==> config.mk <==
export PLATFORM = sky130hd
export DESIGN_NAME = instr_step_sequencer
export DESIGN_NICKNAME = d
export VERILOG_FILES = /design/src/rtl/instr_step_sequencer.sv
export SDC_FILE = /design/constraint.sdc
export NUM_CORES = 1
export LEC_CHECK = 0
export BUFFER_PORTS_ARGS = -buffer_cell sky130_fd_sc_hd__buf_2
export CORE_ASPECT_RATIO = 0.7
export CORE_UTILIZATION = 39
export DETAILED_ROUTE_END_ITERATION = 10
export PLACE_DENSITY_LB_ADDON = 0.15
export SLEW_MARGIN = 20
export SYNTH_ARGS = -nofsm -noshare
export SYNTH_HDL_FRONTEND = slang
export SYNTH_SLANG_ARGS = --single-unit
==> constraint.sdc <==
create_clock -name Clock -period 1.8 [get_ports Clock]
set_input_delay 0.36 -clock Clock [delete_from_list [all_inputs] [get_ports Clock]]
set_output_delay 0.36 -clock Clock [all_outputs]
set_load 0.01 [all_outputs]
==> src/rtl/instr_step_sequencer.sv <==
// ---------------------------------------------------------------------------
// instr_step_sequencer
//   Moore control sequencer for the bus-based datapath. It fetches an
//   instruction, decodes it from IR, and issues the per-step bus and latch
//   enables. Three-register ALU ops write Rin[Ra]; MUL/DIV write LO then HI.
//
// Ports
//   Clock, Clear        : rising-edge clock, synchronous active-low reset
//   run                 : level enable, sampled in IDLE and at instruction end
//   IR                  : instruction register contents (valid from T3)
//   mem_ready           : memory read data valid this cycle (T1 handshake)
//   PCout..HIin         : single-bit datapath / Z / HI / LO enables
//   Rout, Rin           : one-hot register bus-drive / load selects
//   alu_op              : opcode to the ALU, driven only in T4
//   step                : present state code (debug)
//   illegal_op          : one-cycle pulse in T3 for an undecodable opcode
// ---------------------------------------------------------------------------
module instr_step_sequencer #(
    parameter int DATA_W    = 32,
    parameter int NUM_REGS  = 16,
    parameter int REG_SEL_W = 4,
    parameter int OPCODE_W  = 5
) (
    input  logic                Clock,
    input  logic                Clear,
    input  logic                run,
    input  logic [DATA_W-1:0]   IR,
    input  logic                mem_ready,
    output logic                PCout,
    output logic                MARin,
    output logic                IncPC,
    output logic                Read,
    output logic                MDRin,
    output logic                MDRout,
    output logic                IRin,
    output logic                Yin,
    output logic                ZLowIn,
    output logic                ZHighIn,
    output logic                Zlowout,
    output logic                ZHighout,
    output logic                LOin,
    output logic                HIin,
    output logic [NUM_REGS-1:0] Rout,
    output logic [NUM_REGS-1:0] Rin,
    output logic [OPCODE_W-1:0] alu_op,
    output logic [3:0]          step,
    output logic                illegal_op
);

    localparam int RA_HI = DATA_W - OPCODE_W - 1;
    localparam int RB_HI = RA_HI - REG_SEL_W;
    localparam int RC_HI = RB_HI - REG_SEL_W;
    localparam int RC_LO = RC_HI - REG_SEL_W + 1;

    typedef enum logic [3:0] {
        S_IDLE = 4'd0,
        S_T0   = 4'd1,
        S_T1   = 4'd2,
        S_T2   = 4'd3,
        S_T3   = 4'd4,
        S_T4   = 4'd5,
        S_T5   = 4'd6,
        S_T6   = 4'd7
    } state_t;

    state_t state_q, state_d;

    logic [OPCODE_W-1:0]  op;
    logic [REG_SEL_W-1:0] ra, rb, rc;
    logic                 is_r3, is_md;
    logic                 unused_ir_low;

    assign op = IR[DATA_W-1 -: OPCODE_W];
    assign ra = IR[RA_HI -: REG_SEL_W];
    assign rb = IR[RB_HI -: REG_SEL_W];
    assign rc = IR[RC_HI -: REG_SEL_W];
    assign unused_ir_low = ^IR[RC_LO-1:0];

    assign is_r3 = (op <= OPCODE_W'(13));
    assign is_md = (op == OPCODE_W'(14)) || (op == OPCODE_W'(15));

    function automatic logic [NUM_REGS-1:0] onehot(input logic [REG_SEL_W-1:0] sel);
        logic [NUM_REGS-1:0] v;
        v      = '0;
        v[sel] = 1'b1;
        return v;
    endfunction

    // Next-state logic; run only matters in IDLE and at instruction end.
    always_comb begin
        state_d = state_q;
        unique case (state_q)
            S_IDLE: if (run) state_d = S_T0;
            S_T0:   state_d = S_T1;
            S_T1:   if (mem_ready) state_d = S_T2;
            S_T2:   state_d = S_T3;
            S_T3:   begin
                if (is_r3 || is_md) state_d = S_T4;
                else                state_d = run ? S_T0 : S_IDLE;
            end
            S_T4:   state_d = S_T5;
            S_T5:   begin
                if (is_md) state_d = S_T6;
                else       state_d = run ? S_T0 : S_IDLE;
            end
            S_T6:   state_d = run ? S_T0 : S_IDLE;
            default: state_d = S_IDLE;
        endcase
    end

    always_ff @(posedge Clock) begin
        if (!Clear) state_q <= S_IDLE;
        else        state_q <= state_d;
    end

    // Moore output decode from present state and IR fields.
    always_comb begin
        PCout      = 1'b0;
        MARin      = 1'b0;
        IncPC      = 1'b0;
        Read       = 1'b0;
        MDRin      = 1'b0;
        MDRout     = 1'b0;
        IRin       = 1'b0;
        Yin        = 1'b0;
        ZLowIn     = 1'b0;
        ZHighIn    = 1'b0;
        Zlowout    = 1'b0;
        ZHighout   = 1'b0;
        LOin       = 1'b0;
        HIin       = 1'b0;
        Rout       = '0;
        Rin        = '0;
        alu_op     = '0;
        illegal_op = 1'b0;
        unique case (state_q)
            S_T0: begin
                PCout = 1'b1;
                MARin = 1'b1;
                IncPC = 1'b1;
            end
            S_T1: begin
                Read  = 1'b1;
                MDRin = mem_ready;
            end
            S_T2: begin
                MDRout = 1'b1;
                IRin   = 1'b1;
            end
            S_T3: begin
                if (is_r3) begin
                    Rout = onehot(rb);
                    Yin  = 1'b1;
                end else if (is_md) begin
                    Rout = onehot(ra);
                    Yin  = 1'b1;
                end else begin
                    illegal_op = 1'b1;
                end
            end
            S_T4: begin
                alu_op = op;
                ZLowIn = 1'b1;
                if (is_md) begin
                    Rout    = onehot(rb);
                    ZHighIn = 1'b1;
                end else begin
                    Rout = onehot(rc);
                end
            end
            S_T5: begin
                Zlowout = 1'b1;
                if (is_md) LOin = 1'b1;
                // R0 is hardwired: the result is driven but never latched.
                else if (ra != '0) Rin = onehot(ra);
            end
            S_T6: begin
                ZHighout = 1'b1;
                HIin     = 1'b1;
            end
            default: ;
        endcase
    end

    assign step = state_q;

endmodule

==> impl_summary.md <==
Clock tree
The CTS tree is done. Counting the buffers created by CTS gives 3. The buffer levels on the longest clock path is 2.

The root buffer cell is sky130_fd_sc_hd__clkbuf_8. The number of hold buffers added after CTS was 0. Clock tree synthesis found a total of 3 sinks. The clock latency at the later pin of the worst-skew pair is 0.24 ns. The clock transition at the register clock pins on the worst setup and hold paths after CTS is around 0.04 ns. CTS built an H-tree with a depth of 1.

STA
Based on the critical path, the design can be clocked at up to roughly 0.43 GHz. Across all hold checks on the routed design, the worst slack comes to 0.3775 ns. In this run the tightest slew margin relative to its limit is 59.73%. The final-report setup violation count is 41. In the post-route analysis, the smallest setup slack over all paths is -0.5381 ns. The final clock period utilization by the worst path is 129.9%.

The total negative setup slack is -12.33 ns. The number of slew-limit violations in the final report is 0. The worst setup skew after layout is 0.002484 ns. Setup repair after global routing could not meet its margin everywhere. The total count of hold-check failures in the final report is 0. For the pin with the worst max-slew slack, the measured transition is 0.6027 ns. For the finished layout, the period the worst path requires is 2.338 ns.

Pwr
The sequential fraction of design power is between 10% and 20%. The net switching power of the design is roughly 0.34 mW. The internal power component is around 0.42 mW. The post-route total power is 0.7568 mW. The analysis attributes to cell leakage a power of approximately 1.3 nW. The clock group share of total power is 30.2%. The peak supply drop is roughly 0.57 mV. The relative contribution of combinational cells to total power is 58.7%.

Dividing total power by cell area gives a power density of 279.2 nW/µm². Net switching is 44.73% of the power.

Synth
The number of warning messages in the yosys log is 0. The synthesized design spends more area on one cell type than any other, namely sky130_fd_sc_hd__nor2_1. The share of async-settable or async-resettable flops after synthesis is 0%. Yosys attributes the largest share of cell area to sky130_fd_sc_hd__nor2_1, sky130_fd_sc_hd__a221o_1, sky130_fd_sc_hd__a21oi_1, sky130_fd_sc_hd__dfxtp_1, sky130_fd_sc_hd__and2_1.

The post-synthesis register bit count is 3. In this run the biggest area consumer among cell types represents 9.937% of the synthesized area. The sequential element share of the synthesized area is 4.297%. The most used flip-flop cell after synthesis is sky130_fd_sc_hd__dfxtp_1. The number of enable-type register cells in the synthesized netlist is 0. The synthesized area per cell is 6.050 µm². The total standard cell area after synthesis is about 1400 µm². Synthesis produced 231 cells.

Yosys mapped the design onto 49 distinct sky130hd cell types.

Cells and area
The share of the core filled with cells is 82.73%. The finished layout holds 415 standard cells, fillers aside. The number of inserted diodes is 0. The register with the most flip-flops in the layout has 3 of them. After the last flow step, the layout net total stands at around 410. Summing all non-filler instances in the final layout gives an area of 2710 µm². The area growth from synthesis to layout is 93.91%. Of the cells placed in the final design, the portion with a size suffix greater than 1 is 57.88%. The top cell types in the final layout, fill and taps aside, are sky130_fd_sc_hd__buf_2, sky130_fd_sc_hd__buf_4, sky130_fd_sc_hd__nor2_1.

Worst hold path
The min-delay analysis places its worst path in the category in -> reg. The number of cells on the worst hold path is 2. The worst hold path terminates at step[1]$_SDFFE_PN0P_. The worst hold path begins at Clear.

Detailed routing
Dividing the detail-routed via count by the number of cells gives 6.639. The first detailed-routing pass ran for 5 iterations. The detail-routed net length per standard cell is 20.14 µm. The routed wire length is 8.357 mm. The remaining number of nets flagged by the antenna check after routing is 0. The total number of vias is 2755.

The total DRC errors in the routed layout is 0. In this run, the number of DRC markers left after iteration 0 of detailed routing was about 480.

Placement
The cell area after placement is 2281 µm². Timing analysis after detailed placement gives a worst setup slack of -0.3629 ns. Routability-driven placement finished with a final weighted congestion of 0.9721.

The count of port buffers added during placement is between 70 and 80. Detailed placement ended at an HPWL of ~5 mm. The total placed cells including tap cells is around 400.

Critical path
The element type at the critical path end is an output port. STA classifies the critical path startpoint as a flip-flop. The critical path start-end classification is reg -> out. Across all register-to-register paths, the minimum setup slack is around 0.070 ns. The critical register-to-register path startpoint is step[0]$_SDFFE_PN0P_. The worst-path maximum fanout is 8. Counting cells, the worst reg-to-reg path comes to 8. The critical path required time is 1.44 ns. The arrival time at the worst endpoint is 1.98 ns. In this run the critical register-to-register path is captured at step[2]$_SDFFE_PN0P_.

Job
Max-cap violations in this run came to 0.

GRT
The final global-route overflow total is 0. Global routing used 39.45% of the available tracks across all layers. The number of global-route vias before repair came to 2217. The global-route wire length before repair is 11.26 mm.

The pin count of the biggest net entering global routing is 15. The initial antenna violation count came to 0.

Floorplan
The core region is 3276 µm². The width of the die is 73.55 µm. The area of the die is ~3800 µm².

The cell row count is 17. The count of pins on the block boundary is 92. The floorplan die height is 52.09 µm. The effective utilization at floorplan is 42.67%.

Outcome
The final reports fail on setup timing. The run finished, with violations left.
==> cells by family after synthesis <==
group,Yosys count,synth area share (%)
AND/OR/NAND/NOR,123,47.18
other,1,0.2683
AO/OA/AOI/OAI,74,36.89
buffers and inverters,29,10.56
multiplexers,1,0.8057
flip-flops,3,4.297
==> layer usage <==
layer  track usage (%)  routed length, µm  part of all wire, %
met5                 0                  0                    0
met1             54.61               3125                   37
met3             7.752               1142                   14
met4             16.35                613                  7.3
met2             59.17               3476                   42
==> cell usage after synthesis (3+ instances only) <==
cell and instances:
sky130_fd_sc_hd__a211oi_1 3, sky130_fd_sc_hd__a32oi_1 3, sky130_fd_sc_hd__and3_1 8, sky130_fd_sc_hd__o31ai_1 5, sky130_fd_sc_hd__nor3_1 10, sky130_fd_sc_hd__inv_1 4
sky130_fd_sc_hd__clkbuf_1 10, sky130_fd_sc_hd__a22oi_1 4, sky130_fd_sc_hd__a221o_1 8, sky130_fd_sc_hd__a31oi_1 6, sky130_fd_sc_hd__dfxtp_1 3, sky130_fd_sc_hd__nand3_1 11
sky130_fd_sc_hd__buf_4 6, sky130_fd_sc_hd__a21oi_1 15, sky130_fd_sc_hd__nand2b_1 8, sky130_fd_sc_hd__and4b_1 3, sky130_fd_sc_hd__nand4b_1 3, sky130_fd_sc_hd__nand2_1 13
sky130_fd_sc_hd__o22ai_1 7, sky130_fd_sc_hd__buf_2 6, sky130_fd_sc_hd__and2_1 9, sky130_fd_sc_hd__o21ai_0 9, sky130_fd_sc_hd__nor2_1 37, sky130_fd_sc_hd__nor2b_1 8
==> worst max-delay path by stage <==
stage / startpoint / to / slack, ns / cells after the start
detailed placement: IR[31] / Rout[0] / -0.36 / 7
floorplan: step[0]$_SDFFE_PN0P_ / Rout[3] / -0.11 / 7
global route: step[0]$_SDFFE_PN0P_ / Rout[1] / -0.54 / 8
global placement: IR[31] / Rout[0] / -0.35 / 7
CTS: step[0]$_SDFFE_PN0P_ / Rout[3] / -0.40 / 7
finish: step[0]$_SDFFE_PN0P_ / Rout[1] / -0.54 / 8
==> power groups by stage <==
stage | registers, mW | logic (mW) | clock network, mW
after global routing | 0.0829 | 0.465 | 0.233
final | 0.0839 | 0.444 | 0.229
after floorplan | 0.0834 | 0.182 | 0
after CTS | 0.0803 | 0.390 | 0.219
after global placement | 0.0799 | 0.370 | 0
after detailed placement | 0.0803 | 0.371 | 0
==> final cells by class <==
class	instances	area, µm²
Sequential cell	3	63.81
Tap cell	47	58.81
Timing Repair Buffer	154	1026
Fill cell	228	565.5
Clock buffer	4	45.04
Timing Repair inverter	1	11.26
Multi-Input combinational cell	200	1465
Inverter	6	40.04
==> worst max-delay path, cell delays in order, from the launching register on <==
cell                       delay [ns]
sky130_fd_sc_hd__dfxtp_2         0.33
sky130_fd_sc_hd__buf_4           0.16
sky130_fd_sc_hd__and2b_1         0.19
sky130_fd_sc_hd__nand2_2         0.11
sky130_fd_sc_hd__clkinv_4        0.13
sky130_fd_sc_hd__nand3_1         0.12
sky130_fd_sc_hd__o21ai_0         0.15
sky130_fd_sc_hd__a221o_1         0.39
sky130_fd_sc_hd__buf_2           0.15
==> what timing repair did <==
item	CTS	global route
gates resized for setup	46	25
setup buffers	6	6
endpoints found under the setup margin	36	40
pin swaps	26	22
gates cloned	2	0
(Power assumes the default switching activity.)
